`src/rtl/custom_axi_lite_regs.sv`:
```
// AXI4-Lite register front end for the custom IP core.
// Turns bus writes into din/enable stimulus and captures the core's result/status for software reads.
module custom_axi_lite_regs #(
   parameter int ADDR_WIDTH = 6,
   parameter int DATA_WIDTH = 32
) (
   input  logic                    clk_i,
   input  logic                    rst_ni,
   input  logic [ADDR_WIDTH-1:0]   s_awaddr,
   input  logic                    s_awvalid,
   output logic                    s_awready,
   input  logic [DATA_WIDTH-1:0]   s_wdata,
   input  logic [DATA_WIDTH/8-1:0] s_wstrb,
   input  logic                    s_wvalid,
   output logic                    s_wready,
   output logic [1:0]              s_bresp,
   output logic                    s_bvalid,
   input  logic                    s_bready,
   input  logic [ADDR_WIDTH-1:0]   s_araddr,
   input  logic                    s_arvalid,
   output logic                    s_arready,
   output logic [DATA_WIDTH-1:0]   s_rdata,
   output logic [1:0]              s_rresp,
   output logic                    s_rvalid,
   input  logic                    s_rready,
   output logic [15:0]             hw_din,
   output logic                    hw_enable,
   input  logic [15:0]             hw_dout,
   input  logic                    hw_valid,
   input  logic [1:0]              hw_status
);

   // state  | meaning
   // W_IDLE | waiting for AW and W together
   // W_RESP | B response presented until bready
   // R_IDLE | waiting for AR
   // R_DATA | R data presented until rready
   typedef enum logic {W_IDLE, W_RESP} w_state_e;
   typedef enum logic {R_IDLE, R_DATA} r_state_e;

   localparam int IDX_W = ADDR_WIDTH - 2;
   localparam logic [IDX_W-1:0] IDX_CTRL   = IDX_W'(0);
   localparam logic [IDX_W-1:0] IDX_DIN    = IDX_W'(1);
   localparam logic [IDX_W-1:0] IDX_DOUT   = IDX_W'(2);
   localparam logic [IDX_W-1:0] IDX_STATUS = IDX_W'(3);
   localparam logic [IDX_W-1:0] IDX_LIMIT  = IDX_W'(4);
   localparam logic [1:0] RESP_OKAY   = 2'b00;
   localparam logic [1:0] RESP_SLVERR = 2'b10;

   w_state_e w_state_q, w_state_d;
   r_state_e r_state_q, r_state_d;

   logic                  ready_en_q;
   logic [1:0]            bresp_q, bresp_d;
   logic [DATA_WIDTH-1:0] rdata_q, rdata_d;
   logic [1:0]            rresp_q, rresp_d;
   logic [15:0]           din_q, din_d;
   logic [15:0]           dout_q, dout_d;
   logic                  pend_q, pend_d;
   logic                  done_q, done_d;
   logic                  ovr_q, ovr_d;
   logic                  enable_q, enable_d;

   logic                  aw_hs, ar_hs;
   logic [IDX_W-1:0]      aw_idx, ar_idx;
   logic                  aw_idx_ok, ar_idx_ok;
   logic                  wr_ctrl, wr_din, wr_status;
   logic                  start_req, pend_eff, start_ok, start_ovr;
   logic [DATA_WIDTH-1:0] rd_mux;
   logic                  unused_bits;

   assign aw_idx    = s_awaddr[ADDR_WIDTH-1:2];
   assign ar_idx    = s_araddr[ADDR_WIDTH-1:2];
   assign aw_idx_ok = aw_idx < IDX_LIMIT;
   assign ar_idx_ok = ar_idx < IDX_LIMIT;

   assign unused_bits = ^{s_awaddr[1:0], s_araddr[1:0],
                          s_wstrb[DATA_WIDTH/8-1:2], s_wdata[DATA_WIDTH-1:16]};

   // Holds all ready outputs low until the first cycle after reset is released.
   always_ff @(posedge clk_i) begin
      if (!rst_ni) begin
         ready_en_q <= 1'b0;
      end else begin
         ready_en_q <= 1'b1;
      end
   end

   always_ff @(posedge clk_i) begin
      if (!rst_ni) begin
         w_state_q <= W_IDLE;
         bresp_q   <= RESP_OKAY;
      end else begin
         w_state_q <= w_state_d;
         bresp_q   <= bresp_d;
      end
   end

   always_comb begin
      w_state_d = w_state_q;
      bresp_d   = bresp_q;
      aw_hs     = 1'b0;
      case (w_state_q)
         W_IDLE: begin
            aw_hs = ready_en_q && s_awvalid && s_wvalid;
            if (aw_hs) begin
               w_state_d = W_RESP;
               bresp_d   = aw_idx_ok ? RESP_OKAY : RESP_SLVERR;
            end
         end
         W_RESP: begin
            if (s_bready) begin
               w_state_d = W_IDLE;
            end
         end
         default: w_state_d = W_IDLE;
      endcase
   end

   assign s_awready = aw_hs;
   assign s_wready  = aw_hs;
   assign s_bvalid  = (w_state_q == W_RESP);
   assign s_bresp   = bresp_q;

   always_comb begin
      rd_mux = '0;
      case (ar_idx)
         IDX_DIN:    rd_mux = DATA_WIDTH'(din_q);
         IDX_DOUT:   rd_mux = DATA_WIDTH'(dout_q);
         IDX_STATUS: rd_mux = DATA_WIDTH'({ovr_q, done_q, pend_q, hw_status});
         default:    rd_mux = '0;
      endcase
   end

   always_ff @(posedge clk_i) begin
      if (!rst_ni) begin
         r_state_q <= R_IDLE;
         rdata_q   <= '0;
         rresp_q   <= RESP_OKAY;
      end else begin
         r_state_q <= r_state_d;
         rdata_q   <= rdata_d;
         rresp_q   <= rresp_d;
      end
   end

   always_comb begin
      r_state_d = r_state_q;
      rdata_d   = rdata_q;
      rresp_d   = rresp_q;
      ar_hs     = 1'b0;
      case (r_state_q)
         R_IDLE: begin
            ar_hs = ready_en_q && s_arvalid;
            if (ar_hs) begin
               r_state_d = R_DATA;
               rdata_d   = rd_mux;
               rresp_d   = ar_idx_ok ? RESP_OKAY : RESP_SLVERR;
            end
         end
         R_DATA: begin
            if (s_rready) begin
               r_state_d = R_IDLE;
            end
         end
         default: r_state_d = R_IDLE;
      endcase
   end

   assign s_arready = ready_en_q && (r_state_q == R_IDLE);
   assign s_rvalid  = (r_state_q == R_DATA);
   assign s_rdata   = rdata_q;
   assign s_rresp   = rresp_q;

   assign wr_ctrl   = aw_hs && (aw_idx == IDX_CTRL);
   assign wr_din    = aw_hs && (aw_idx == IDX_DIN);
   assign wr_status = aw_hs && (aw_idx == IDX_STATUS);

   // A result arriving in the same cycle retires the old start first, so the new start is taken.
   assign start_req = wr_ctrl && s_wdata[0];
   assign pend_eff  = pend_q && !hw_valid;
   assign start_ok  = start_req && !pend_eff;
   assign start_ovr = start_req && pend_eff;

   always_comb begin
      din_d = din_q;
      if (wr_din) begin
         if (s_wstrb[0]) din_d[7:0]  = s_wdata[7:0];
         if (s_wstrb[1]) din_d[15:8] = s_wdata[15:8];
      end
      dout_d   = hw_valid ? hw_dout : dout_q;
      enable_d = start_ok;
      pend_d   = pend_q;
      if (start_ok) begin
         pend_d = 1'b1;
      end else if (hw_valid) begin
         pend_d = 1'b0;
      end
      // Set beats a same-cycle W1C clear.
      done_d = hw_valid  || (done_q && !(wr_status && s_wdata[3]));
      ovr_d  = start_ovr || (ovr_q  && !(wr_status && s_wdata[4]));
   end

   always_ff @(posedge clk_i) begin
      if (!rst_ni) begin
         din_q    <= '0;
         dout_q   <= '0;
         pend_q   <= 1'b0;
         done_q   <= 1'b0;
         ovr_q    <= 1'b0;
         enable_q <= 1'b0;
      end else begin
         din_q    <= din_d;
         dout_q   <= dout_d;
         pend_q   <= pend_d;
         done_q   <= done_d;
         ovr_q    <= ovr_d;
         enable_q <= enable_d;
      end
   end

   assign hw_din    = din_q;
   assign hw_enable = enable_q;

endmodule

```
`config.mk`:
```
export PLATFORM = sky130hd
export DESIGN_NAME = custom_axi_lite_regs
export DESIGN_NICKNAME = d
export VERILOG_FILES = /design/src/rtl/custom_axi_lite_regs.sv
export SDC_FILE = /design/constraint.sdc
export NUM_CORES = 1
export LEC_CHECK = 0
export ABC_AREA = 1
export CAP_MARGIN = 20
export CORE_MARGIN = 5
export CORE_UTILIZATION = 36
export CTS_CLUSTER_DIAMETER = 60
export DETAILED_ROUTE_END_ITERATION = 12
export PLACE_DENSITY = 0.76
export REMOVE_ABC_BUFFERS = 1
export SETUP_SLACK_MARGIN = 0.3
export SLEW_MARGIN = 10
export SYNTH_ARGS = -nofsm -noshare
export SYNTH_HDL_FRONTEND = slang
export SYNTH_SLANG_ARGS = --single-unit
```
`constraint.sdc`:
```
create_clock -name clk_i -period 1.11 [get_ports clk_i]
set_input_delay 0.222 -clock clk_i [delete_from_list [all_inputs] [get_ports clk_i]]
set_output_delay 0.222 -clock clk_i [all_outputs]
set_load 0.02 [all_outputs]
```
Word-level counts from Yosys, hierarchy flattened
Index checks and enable logic that the tools add are counted.

Register bits after elaboration: 75. Input bits: 74. Output and inout bits: 58. Word-level logic and storage cells: 62.

Magnitude comparators: 2. Eq/ne operators: 5. Multiplexer cells: 13. Bitwise logic cells: 2. Reduce and logical (&&, ||, !) cells: 27.

Operators by type and width (count): $pmux W16 S3 (1); $logic_and A1 B1 Y1 (15); $eq A4 B2 Y1 const B (3); $eq A4 B1 Y1 const B (2); $lt A4 B3 Y1 const B (2); $mux W1 (8); $reduce_and A2 Y1 (4); $logic_not A1 Y1 (4); $logic_not A4 Y1 (1); $mux W2 (2); $pmux W1 S2 (2); $logic_or A1 B1 Y1 (2); $not A1 Y1 (2); $reduce_bool A2 Y1 (1).

Longest topological paths before layout
Depth after elaboration: 8. Mapped depth: 7. Depth with buffers taken out: 6.

Least setup slack after synthesis
OpenSTA, ideal clock, no wires.

Path kind: register -> register. From: register r_state_q (netlist: s_rvalid). To: register rdata_q[10] (netlist: s_rdata[10]). Library setup time: 139 ps. Data arrival time: 1089 ps. Data required time: 971 ps. Setup slack: -118 ps. Stages on the path, launching flop included: 7. Buffers on the path: 1. Clock period less this slack: 1228 ps. Cell sequence: dfxtp_1 > nor2_4 > nand2_4 > clkinv_2 > buf_4 > nand2_1 > a21oi_2.

Longest elaborated chain between the ends: 2.

Ends and longest elaborated chain: start: declaration (line 51) `r_state_e r_state_q, r_state_d;`; start signal: assignment (line 141) `r_state_q <= r_state_d;`; $not A1 Y1; $reduce_and A2 Y1 (no line); end signal: assignment (line 142) `rdata_q <= rdata_d;`; end: declaration (line 55) `logic [DATA_WIDTH-1:0] rdata_q, rdata_d;`.

No other way between the ends. A chain may end at the register's enable or synchronous reset.

Final worst setup path
From: register ready_en_q. To: register ovr_q.

Longest elaborated chain between the ends: 8. Elaborated cells between the ends (all ways): 11. Those cells by class: 1 x mux; 10 x reduce/logical.

Ends and longest elaborated chain: start: declaration (line 53) `logic ready_en_q;`; start signal: assignment (line 83) `ready_en_q <= 1'b0;`; start signal: assignment (line 85) `ready_en_q <= 1'b1;`; $logic_and A1 B1 Y1 * (2 in a row) (line 105) `aw_hs = ready_en_q && s_awvalid && s_wvalid;`; $mux W1 * (line 103) `case (w_state_q)`; $logic_and A1 B1 Y1 (line 177) `assign wr_status = aw_hs && (aw_idx == IDX_STATUS);`; $logic_and A1 B1 Y1 (line 201) `ovr_d = start_ovr || (ovr_q && !(wr_status && s_wdata[4]));`; $logic_not A1 Y1 (line 201); $logic_and A1 B1 Y1 (line 201); $logic_or A1 B1 Y1 * (line 201); end signal: assignment (line 217) `ovr_q <= ovr_d;`; end: declaration (line 61) `logic ovr_q, ovr_d;`.

Every way passes the cells marked *; elsewhere a longest branch is shown, timed or not.

==> results.py <==
metrics = {
    "run_status": {
        "status": "finished with violations",
        "violations": "setup timing",
    },
    "global_routing": {
        "grt_pass1_wl_um": 13600,
        "antenna_found_initial": 0,
        "first_global_vias": 2776,
        "grtUsageMet2_pct": 34.3,
        "met1_usage_pct": 23.2,
        "busiest_layer": "met2",
        "met3_usage_pct": 3.55,
        "grt_max_degree": 39,
        "grt_use_total_pct": 19.4,
        "grt-ovfl-total": 0,
    },
    "place": {
        "port_buffers": 91,
        "place.gp.congestion": 0.807,
        "placed_cells": 565,
        "dp_hpwl_um": 5940,
    },
    "finish": {
        "antenna_cells": 0,
        "area_growth_pct": 80.2,
        "fill_cells": 553,
        "drive_above_1_share_pct": 46.5,
        "regArea_um2": 1200,
        "multiInputGateArea_um2": 1410,
        "final_cells": 600,
        "final_nets": 570,
    },
    "detailed_routing": {
        "drt_iter0_drc": 164,
        "route.detailed.drc": 0,
        "via_count": 2919,
        "ant_nets": 0,
        "vias_per_cell": 4.87,
        "wl_per_cell_um": 15.4,
        "firstDrtPassIters": 5,
        "wirelength_um": 9220,
    },
    "die": {
        "core-area_um2": 7180,
        "ios": 132,
        "floorplan.initialDensity_pct": 36.6,
        "rows": 31,
        "fp.dieH_um": 95.4,
        "die_width_um": 95.4,
        "dieArea_um2": 9100,
    },
    "timing": {
        "whs_ns": 0.374,
        "slew_violations": 0,
        "setup_viol": 43,
        "worst_slack_ns": -0.231,
        "fmaxAchievable_mhz": 746,
        "rsz0062_at_grt": "yes",
        "period_share_pct": 121,
        "finClkSkew_ns": 0.00963,
        "post-route-min-period_ns": 1.34,
        "hold_viol_final": 0,
    },
    "pwr": {
        "p_total_mw": 5.05,
        "max-vdd-ir-drop_uv": 619,
        "leakage_nw": 2.03,
        "p_per_area_nw_per_um2": 1070,
    },
    "worst_hold_path": {
        "hp-class": "primary input to flop",
        "hold_path_end": "ready_en_q",
        "hold_depth": 2,
        "hp-start": "rst_ni",
    },
    "setup_path": {
        "crit_start": "ready_en_q",
        "path_class": "flop to flop",
        "r2r-end": "ovr_q",
        "arrival_ns": 1.57,
        "cp_max_fo": 6,
        "timing.rr.start": "ready_en_q",
        "cp_data_required_time_ns": 1.34,
        "crit_path_start_kind": "flop",
        "rr_worst_depth": 8,
        "cp-end-kind": "flop",
        "rrSetupSlack_ns": -0.23,
    },
    "clocking": {
        "clkTransAtPathRegs_ns": 0.07,
        "clock_latency_ns": 0.34,
        "clockBufferDepth": 2,
        "cts_buffers": 9,
        "cts_sinks": 57,
        "htree_levels": 3,
        "cts-root-buf": "clkbuf_8",
        "cts_tree": "built",
    },
    "yosys": {
        "yosys.area.top_type_share_pct": 43.4,
        "ys_seq_area_share_pct": 43.4,
        "syn_area_um2": 2630,
        "yosysWarnings": 0,
        "syn_area_per_cell_um2": 7.61,
        "synth_cell_types": 24,
        "yosysTopAreaCell": "dfxtp_1",
        "synth_area_leaders": "dfxtp_1 43%, nand2_1 9.4%, nand3_1 8.8%",
        "syn_inst": 345,
        "ys_seq_elements": 57,
    },
    "flow_run": {
        "drv_cap": 0,
    },
}
-- synth_stat cells, drive strengths merged --
library cell  number
a21oi             36
buf               34
clkbuf             5
clkinv             1
conb               1
dfxtp             57
inv               12
nand2             69
nand3             49
nand4             16
nor2              45
nor3               1
o21ai             19
-- cell type report --
cell class	instances	area share, %
clock buffer	12	3.49
clock inverter	4	1.06
inverter	13	1.35
multi-input combinational	253	29.7
sequential	57	25.3
tap	99	2.62
timing repair buffer	162	36.5
-- routing by layer --
metal / vias up / share of wire (%)
li1: 1422 / -
met1: 1374 / 40
met2: 107 / 53
met3: 16 / 5.6
met4: 0 / 2.2
met5: - / 0
-- flip-flops by register name, indices dropped and copies added (netlist names) --
signal / cells
s_rresp: 1
dout_q: 16
s_bvalid: 1
s_rvalid: 1
hw_enable: 1
done_q: 1
pend_q: 1
ovr_q: 1
ready_en_q: 1
hw_din: 16
s_rdata: 16
s_bresp: 1
-- power breakdown --
part,switching (mW),leakage [nW],internal [mW],total [mW]
clock network,0.861,0.105,1.22,2.08
registers,0.0364,0.484,2.10,2.14
logic,0.419,1.44,0.416,0.835
-- through the flow --
stage | util (%) | TNS [ns] | setup slack, ns | cell area, µm²
5_1_grt | 66.0 | -9.47 | -0.302 | 4730
3_3_place_gp | 55.1 | -21.92 | -0.651 | 3950
6_report | 66.0 | -6.45 | -0.231 | 4730
4_1_cts | 63.0 | -4.31 | -0.187 | 4520
2_1_floorplan | - | -19.47 | -0.828 | 2420
3_5_place_dp | 55.1 | -24.51 | -0.679 | 3950
-- worst max-delay path, stage by stage, from the launching register on --
cell     delay (ns)
dfxtp_4        0.37
nand3_4        0.09
nor2_4         0.17
buf_6          0.13
buf_6          0.12
buf_16         0.11
nand3_2        0.07
nand2_2        0.10
a21oi_2        0.06
-- placed cells by master, fill, tap and decap left out, types with 3 or more instances in the layout --
| cell | count |
|---|---|
| buf_6 | 49 |
| nand2_1 | 47 |
| buf_4 | 47 |
| clkdlybuf4s50_1 | 46 |
| nand3_1 | 43 |
| nor2_1 | 38 |
| dfxtp_2 | 35 |
| a21oi_2 | 21 |
| dfxtp_1 | 19 |
| nand2_2 | 18 |
| conb_1 | 18 |
| nand4_1 | 16 |
| a21oi_1 | 15 |
| o21ai_0 | 14 |
| clkbuf_8 | 12 |
| buf_12 | 11 |
| inv_2 | 7 |
| nor2_4 | 4 |
| inv_1 | 4 |
| dlygate4sd2_1 | 4 |
| nand3_4 | 3 |
| nand2_4 | 3 |
| o21ai_1 | 3 |
| nand3_2 | 3 |
| dfxtp_4 | 3 |
-- kinds of logic after synthesis --
group                  after synthesis  synth area share, %
AO/OA/AOI/OAI                       55                 11.9
buffers and inverters               52                 12.1
other                                1                0.143
flip-flops                          57                 43.4
AND/OR/NAND/NOR                    180                 32.4
-- how the worst max path moves through the flow --
stage                  to  slack (ns)
2_1_floorplan  s_rdata[0]       -0.83
3_3_place_gp     s_wready       -0.65
3_5_place_dp    s_awready       -0.68
4_1_cts         s_awready       -0.19
5_1_grt             ovr_q       -0.30
6_report            ovr_q       -0.23
-- timing repair --
item                                    4_1_cts  5_1_grt
pin swaps                                     8       13
hold buffers                                  0        0
gates cloned                                  2        1
endpoints found under the setup margin       96       80
gates resized for setup                     328       31
buffers inserted                              6       10
Power figures use the tool's default switching activity.
